$ cat src/rtl/pet2001_linedoubler.sv
`default_nettype none
// +----------------------------------------------------------------------+
// | pet2001_linedoubler                                                  |
// | Re-emits each 15.7 kHz PET video line twice at double pixel rate.    |
// | Rev 1.0 - initial release                                            |
// +----------------------------------------------------------------------+
module pet2001_linedoubler #(
    parameter int LINE_LEN  = 448,
    parameter int ACT_START = 90,
    parameter int ACT_LEN   = 320,
    parameter int HS_WIDTH  = 54
) (
    input  logic clk,
    input  logic reset_n,
    input  logic ce_7mp,
    input  logic ce_7mn,
    input  logic enable,
    input  logic pix,
    input  logic HSync,
    input  logic VSync,
    input  logic VBlank,
    output logic vga_pix,
    output logic vga_hs,
    output logic vga_vs,
    output logic vga_hblank,
    output logic vga_vblank,
    output logic vga_second
);

    localparam int c_XW = $clog2(LINE_LEN + 1);
    localparam int c_AW = $clog2(LINE_LEN);

    localparam logic [c_XW-1:0] c_LEN    = c_XW'(LINE_LEN);
    localparam logic [c_XW-1:0] c_LAST   = c_XW'(LINE_LEN - 1);
    localparam logic [c_XW-1:0] c_ONE    = c_XW'(1);
    localparam logic [c_XW-1:0] c_HS_END = c_XW'(HS_WIDTH);
    localparam logic [c_XW-1:0] c_ACT_LO = c_XW'(ACT_START);
    localparam logic [c_XW-1:0] c_ACT_HI = c_XW'(ACT_START + ACT_LEN);

    logic              r_bank [2][LINE_LEN];
    logic              r_hs_d;
    logic [c_XW-1:0]   r_in_x;
    logic [c_XW-1:0]   r_out_x;
    logic              r_wb;
    logic              r_locked;
    logic              r_vs_l;
    logic              r_vb_l;
    logic              r_copy;

    logic              w_tick;
    logic              w_ls;
    logic [c_XW-1:0]   w_cur_in;
    logic [c_XW-1:0]   w_cur;
    logic [c_AW-1:0]   w_waddr;
    logic [c_AW-1:0]   w_raddr;
    logic              w_wb;
    logic              w_rb;
    logic              w_locked;
    logic              w_wrap;
    logic              w_copy;
    logic              w_act;

    assign w_tick   = ce_7mp | ce_7mn;
    assign w_ls     = ce_7mp & HSync & ~r_hs_d;
    assign w_cur_in = w_ls ? '0 : r_in_x;
    assign w_cur    = w_ls ? '0 : r_out_x;
    assign w_waddr  = w_cur_in[c_AW-1:0];
    assign w_raddr  = w_cur[c_AW-1:0];
    // Both banks swap on the line-start tick itself, so pixel 0 of the new
    // line already lands in the fresh bank while the finished one is read.
    assign w_wb     = w_ls ? ~r_wb : r_wb;
    assign w_rb     = ~w_wb;
    assign w_locked = r_locked | w_ls;
    assign w_wrap   = (w_cur == c_LAST);
    assign w_copy   = w_ls ? 1'b0 : r_copy;
    assign w_act    = (w_cur >= c_ACT_LO) && (w_cur < c_ACT_HI);

    always_ff @(posedge clk) begin
        if (ce_7mp && (w_cur_in < c_LEN)) begin
            r_bank[w_wb][w_waddr] <= pix;
        end
    end

    always_ff @(posedge clk or negedge reset_n) begin
        if (!reset_n) begin
            r_hs_d   <= 1'b0;
            r_in_x   <= '0;
            r_wb     <= 1'b0;
            r_locked <= 1'b0;
            r_vs_l   <= 1'b0;
            r_vb_l   <= 1'b0;
        end else if (ce_7mp) begin
            r_hs_d <= HSync;
            r_in_x <= (w_cur_in == c_LEN) ? c_LEN : w_cur_in + c_ONE;
            if (w_ls) begin
                r_wb     <= ~r_wb;
                r_locked <= 1'b1;
                r_vs_l   <= VSync;
                r_vb_l   <= VBlank;
            end
        end
    end

    // Replay position keeps running in pass-through so a re-enable resumes cleanly.
    always_ff @(posedge clk or negedge reset_n) begin
        if (!reset_n) begin
            r_out_x <= '0;
            r_copy  <= 1'b0;
        end else if (w_tick && w_locked) begin
            r_out_x <= w_wrap ? '0 : w_cur + c_ONE;
            r_copy  <= w_copy ^ w_wrap;
        end
    end

    always_ff @(posedge clk or negedge reset_n) begin
        if (!reset_n) begin
            vga_pix    <= 1'b0;
            vga_hs     <= 1'b0;
            vga_vs     <= 1'b0;
            vga_hblank <= 1'b1;
            vga_vblank <= 1'b1;
            vga_second <= 1'b0;
        end else if (!enable) begin
            if (ce_7mn) begin
                vga_pix    <= pix;
                vga_hs     <= HSync;
                vga_vs     <= VSync;
                vga_hblank <= 1'b0;
                vga_vblank <= VBlank;
                vga_second <= 1'b0;
            end
        end else if (w_tick && w_locked) begin
            vga_pix    <= r_bank[w_rb][w_raddr];
            vga_hs     <= (w_cur < c_HS_END);
            vga_hblank <= ~w_act;
            vga_vs     <= w_ls ? VSync : r_vs_l;
            vga_vblank <= w_ls ? VBlank : r_vb_l;
            vga_second <= w_copy;
        end
    end

endmodule
`default_nettype wire
$ cat config.mk
export PLATFORM = sky130hd
export DESIGN_NAME = pet2001_linedoubler
export DESIGN_NICKNAME = d
export VERILOG_FILES = /design/src/rtl/pet2001_linedoubler.sv
export SDC_FILE = /design/constraint.sdc
export NUM_CORES = 2
export LEC_CHECK = 0
export ABC_CLOCK_PERIOD_IN_PS = 9000
export BUFFER_PORTS_ARGS = -buffer_cell sky130_fd_sc_hd__buf_4
export CORE_ASPECT_RATIO = 0.8
export CORE_MARGIN = 5
export CORE_UTILIZATION = 55
export DETAILED_ROUTE_END_ITERATION = 12
export MAX_ROUTING_LAYER = met4
export PLACE_DENSITY = 0.72
export SYNTH_ARGS = -nofsm -noshare
export SYNTH_HDL_FRONTEND = slang
export SYNTH_SLANG_ARGS = --single-unit
$ cat constraint.sdc
create_clock -name clk -period 9 [get_ports clk]
set_input_delay 0.9 -clock clk [delete_from_list [all_inputs] [get_ports clk]]
set_output_delay 0.9 -clock clk [all_outputs]
set_load 0.05 [all_outputs]
# Word level (Yosys, flattened, before mapping)

Memory sizes are Yosys's and may differ from the RTL's.
Cells that the tools add are included.

Bits in registers: 30
Memory bits (writable): 896
Output and inout port bits: 6
Logic and storage cells: 77
Memories kept: 1

Memory list:

| name   | words | width | rd ports | clocked after memory_dff | wr ports | RTL line | text |
|---|---|---|---|---|---|---|---|
| r_bank | 2     | 448   | 1        | 0                        | 1        | 40       | `logic r_bank [2][LINE_LEN];` |

$add $sub $neg: 2
Order comparisons: 7
Equal/unequal tests: 3
Mux-type cells: 32
Bitwise operators: 11
Reductions and logical operators: 7

Operator list:

| kind                 | count |
|---|---|
| $mux 448             | 1 |
| $mux 9               | 4 |
| $mux 1               | 25 |
| $ge 10x10->1 const B | 2 |
| $not 9->10           | 2 |
| $add 9x1->9 const B  | 2 |
| $eq 9x9->1 const B   | 2 |
| $lt 9x9->1 const B   | 2 |
| $lt 10x1->1 const B  | 1 |
| $bmux 1 s9           | 1 |
| $demux 1 s9          | 1 |
| $ge 9x7->1 const B   | 1 |
| $lt 9x6->1 const B   | 1 |
| $logic_and 1x1->1    | 4 |
| $not 1->1            | 4 |
| $reduce_and 2->1     | 2 |
| $and 1x1->1          | 2 |
| $ne 2x1->1 const B   | 1 |
| $or 1x1->1           | 2 |
| $reduce_bool 2->1    | 1 |
| $xor 1x1->1          | 1 |

# Logic depth before layout (Yosys ltp)

An unclocked memory read counts as a cell.

Depth after elaboration: 10
Mapped depth: 15
Depth with buffers taken out: 11

# Worst setup path after synthesis

OpenSTA, ideal clock, no wires.

Path kind: input to register
Start point: in HSync
End point: mem r_bank[1][144] (netlist bit) (enable)
Setup time: 300 ps
Arrival: 3349 ps
Required time: 8700 ps
Slack: 5351 ps
Stages on the path: 15
Path buffers: 8
Cells stage by stage: nand3b_1 -> buf_2 -> buf_4 -> buf_2 -> buf_2 -> buf_2 -> buf_1 -> nand2_1 -> inv_1 -> ha_1 -> and2_1 -> buf_2 -> nand2_1 -> clkbuf_1 -> nor2_1

Cells in the longest elaborated chain, start to end: 9

RTL lines:

| element                                                                  | RTL line | text |
|---|---|---|
| from (decl)                                                              | 19       | `input logic HSync,` |
| $and 1x1->1 * (2 in series)                                              | 64       | `assign w_ls = ce_7mp & HSync & ~r_hs_d;` |
| $mux 9                                                                   | 65       | `assign w_cur_in = w_ls ? '0 : r_in_x;` |
| $not 9->10 (not written as such)                                         | 80       | `r_bank[w_wb][w_waddr] <= pix;` |
| $ge 10x10->1 (not written as such) / $lt 10x1->1 (equally long branches) | 80       |  |
| $logic_and 1x1->1 (not written as such)                                  | 80       |  |
| $mux 1 (not written as such)                                             | 80       |  |
| $demux 1 s9                                                              | 80       |  |
| $mux 448 (not written as such)                                           | 80       |  |
| to (decl)                                                                | 40       |  |

Mark *: on every way between the ends. The rest lies on a longest branch, timed or not.

# Final worst setup path

Start point: reg r_out_x[0]
End point: reg vga_pix

Cells in the longest elaborated chain, start to end: 7

RTL lines:

| element                                    | RTL line | text |
|---|---|---|
| from (decl)                                | 43       | `logic [c_XW-1:0] r_out_x;` |
| from (signal assigned)                     | 110      | `r_out_x <= w_wrap ? '0 : w_cur + c_ONE;` |
| $mux 9                                     | 66       | `assign w_cur = w_ls ? '0 : r_out_x;` |
| $not 9->10 (not written as such)           | 133      | `vga_pix <= r_bank[w_rb][w_raddr];` |
| $bmux 1 s9                                 | 133      |  |
| $mux 1 (not written as such) (2 in series) | 133      |  |
| $mux 1                                     | 132      | `end else if (w_tick && w_locked) begin` |
| $mux 1                                     | 123      | `end else if (!enable) begin` |
| to (signal assigned)                       | 125      | `vga_pix <= pix;` |
| to (signal assigned)                       | 133      |  |
| to (decl)                                  | 22       | `output logic vga_pix,` |

Every way passes these cells. The select of a mux whose other input is x is not followed.
A chain may end at the register's enable or synchronous reset.

==> flow_metrics.env <==
export IMPL_arrival_ns=5.05
export IMPL_grt_use_met3=0.0800
export IMPL_synth_area_sq_um=41300
export IMPL_portBuffers=14
export IMPL_cts_resized=0
export IMPL_crit_path_start="r_out_x[0]"
export IMPL_leakage_nw=13.6
export IMPL_hpwl_mm=70.9
export IMPL_powerDensity_nw_per_um2=251
export IMPL_relSlewSlack=0.0629
export IMPL_synth_nets=3185
export IMPL_vias=27600
export IMPL_rows=89
export IMPL_core_area_sq_um=74200
export IMPL_fmax_ghz=0.222
export IMPL_synth_main_ff_cell="edfxtp_1"
export IMPL_drv_slew=0
export IMPL_regToRegSetupSlack_ns=4.50
export IMPL_startpoint_type="flip-flop"
export IMPL_postCtsSetupRepairBufs=0
export IMPL_worstReg2RegStart="r_out_x[0]"
export IMPL_finalSetupViolations=0
export IMPL_synthArstFlopShare=0.0324
export IMPL_fin_tns_setup_ns=0
export IMPL_min_path_type="primary input to async pin"
export IMPL_final_util=0.605
export IMPL_r2r_end="vga_pix"
export IMPL_cts_sink_count=926
export IMPL_track_usage=0.312
export IMPL_ant_nets=0
export IMPL_place_congestion=0.974
export IMPL_netlist_area_leader_share=0.651
export IMPL_synth_avg_cell_area_sq_um=13.0
export IMPL_grt_antenna_before_repair=3
export IMPL_wl_per_cell_microns=29.5
export IMPL_yosys_area_top_type="edfxtp_1"
export IMPL_path_class="flip-flop to flip-flop"
export IMPL_p_int_w=0.00765
export IMPL_multi_input_area_sq_um=12300
export IMPL_grt_busiest_layer="met1"
export IMPL_die_area_sq_um=80800
export IMPL_synth_common_cells="960 x nor2_1, 896 x edfxtp_1, 184 x clkbuf_1"
export IMPL_die_y_microns=255
export IMPL_path_max_fanout=34
export IMPL_rsz0062_at_grt="false"
export IMPL_cts_max_path_buffers=3
export IMPL_drt_iter0_markers=4353
export IMPL_grt_max_degree=302
export IMPL_start_util=0.558
export IMPL_synth_edf_count=896
export IMPL_numCtsBuffers=90
export IMPL_grt_util_met1=0.452
export IMPL_skew_ns=0.0316
export IMPL_wirelength_mm=123
export IMPL_drv_cap=0
export IMPL_grt_pass1_wl_mm=177
export IMPL_io_pins=15
export IMPL_finalCritPeriodShare=0.500
export IMPL_r2r_cells=10
export IMPL_ys_seq_elements=926
export IMPL_detail_route_first_pass_iterations=8
export IMPL_yosys_warnings=0
export IMPL_ir_drop_mv=0.185
export IMPL_hold_viol_final=0
export IMPL_synth_distinct_cells=72
export IMPL_synth_most_common_cell="nor2_1"
export IMPL_tightest_slew_ns=1.40
export IMPL_endpoint="vga_pix"
export IMPL_drive_gt1_frac=0.126
export IMPL_clk_pin_slew_ns=0.07
export IMPL_vias_per_cell=6.64
export IMPL_areaGrowthSynthToFinish_pct=8.60
export IMPL_grtUsageMet2=0.448
export IMPL_p_sw_w=0.00362
export IMPL_die_x_microns=317
export IMPL_regArea_sq_um=27700
export IMPL_insertion_delay_ns=0.67
export IMPL_netlist_instances=3170
export IMPL_fill_cells=5787
export IMPL_cts_root_buffer="clkbuf_16"
export IMPL_p_seq_frac=0.436
export IMPL_grt_pass1_vias=26100
export IMPL_cts_tree="done"
export IMPL_overflow=0
export IMPL_cp_data_required_time_ns=9.55
export IMPL_status="completed"
export IMPL_nNetsFinal=3101
export IMPL_combPwrFrac=0.246
export IMPL_drcViolationCount=0
export IMPL_yosys_top_cells_area="edfxtp_1 65%, nor2_1 8.7%, mux4_2 6.8%"
export IMPL_htree_levels=3
export IMPL_fin_crit_ns=4.50
export IMPL_ys_seq_area_frac=0.669
export IMPL_end_kind="flip-flop"
export IMPL_power_frac_clock=0.318
export IMPL_holdBufCountCts=0
export IMPL_swShare=0.321
## layout by cell type (no fill, tap or decap), types with 25 or more instances in the layout
master,n
a21oi_1,68
clkbuf_16,93
a22oi_1,36
nand3_1,35
buf_4,101
nand2_1,157
mux4_2,124
mux2_2,27
nor2_1,960
o21ai_0,81
edfxtp_1,896
o22ai_1,31
dfrtp_1,25
mux2i_1,152
o221ai_1,29
## power groups by stage
stage	registers (W)	logic, W	clock network (W)
CTS	0.00491	0.00269	0.00362
detailed placement	0.00500	0.00268	0
floorplan	0.00490	0.00176	0
global route	0.00492	0.00286	0.00380
global placement	0.00500	0.00265	0
finish	0.00492	0.00277	0.00358
## layout make-up
cell class,count,area share
clock inverter,42,0.00630
inverter,11,0.000920
multi-input combinational,1951,0.275
sequential,926,0.616
clock buffer,117,0.0545
antenna,2,0.000111
timing repair buffer,106,0.0190
tap,1001,0.0279
## sequential cells by signal, summed over array words and instances, names as in the netlist
| register | flops |
|---|---|
| r_hs_d | 1 |
| vga_hs | 1 |
| r_vb_l | 1 |
| r_wb | 1 |
| r_copy | 1 |
| vga_pix | 1 |
| r_bank | 896 |
| vga_second | 1 |
| vga_hblank | 1 |
| vga_vblank | 1 |
| r_in_x | 9 |
| r_vs_l | 1 |
| vga_vs | 1 |
| r_out_x | 9 |
| r_locked | 1 |
## cells by family after synthesis
| group | after synthesis | synth area share |
|---|---|---|
| AO/OA/AOI/OAI | 380 | 0.0620 |
| adder cells (fa/ha/maj) | 6 | 0.00182 |
| buffers and inverters | 293 | 0.0329 |
| multiplexers | 304 | 0.112 |
| XOR/XNOR | 4 | 0.000847 |
| AND/OR/NAND/NOR | 1257 | 0.122 |
| flip-flops | 926 | 0.669 |
## worst min-delay path by stage
stage,to,from,slack (ns)
after global placement,r_vb_l,r_vb_l,0.46
after global routing,r_wb,reset_n,0.20
after CTS,r_wb,reset_n,0.17
final,r_copy,reset_n,0.19
after detailed placement,r_vs_l,r_vs_l,0.46
after floorplan,r_vb_l,r_vb_l,0.44
## per-layer routing
metal	share of wire	vias to the layer above	routed length [microns]
li1	-	11400	-
met1	0.40	14000	48500
met2	0.44	1937	53600
met3	0.14	256	16800
met4	0.031	0	3770
met5	0	-	0
## critical path, stage by stage (launching register included)
cell      delay [ns]
dfrtp_4         0.93
inv_1           0.22
nor2_4          0.65
inv_2           0.40
buf_4           0.42
a21oi_1         0.32
o221ai_1        0.38
a311oi_1        0.41
nor4_1          0.10
nor3_1          0.40
o21ai_1         0.12
## per-stage QoR
| stage | hold slack, ns | setup slack (ns) | cells | area, sq um | total power [W] |
|---|---|---|---|---|---|
| after floorplan | 0.440 | 5.35 | 3170 | 41300 | 0.00666 |
| after global placement | 0.458 | 4.35 | 3995 | 42200 | 0.00766 |
| after detailed placement | 0.459 | 4.32 | 3995 | 42200 | 0.00768 |
| after CTS | 0.171 | 4.65 | 4154 | 44900 | 0.0112 |
| after global routing | 0.204 | 4.42 | 4155 | 44900 | 0.0116 |
| final | 0.193 | 4.50 | 4156 | 44900 | 0.0113 |
Note: power is estimated with default switching activity, not from simulation.
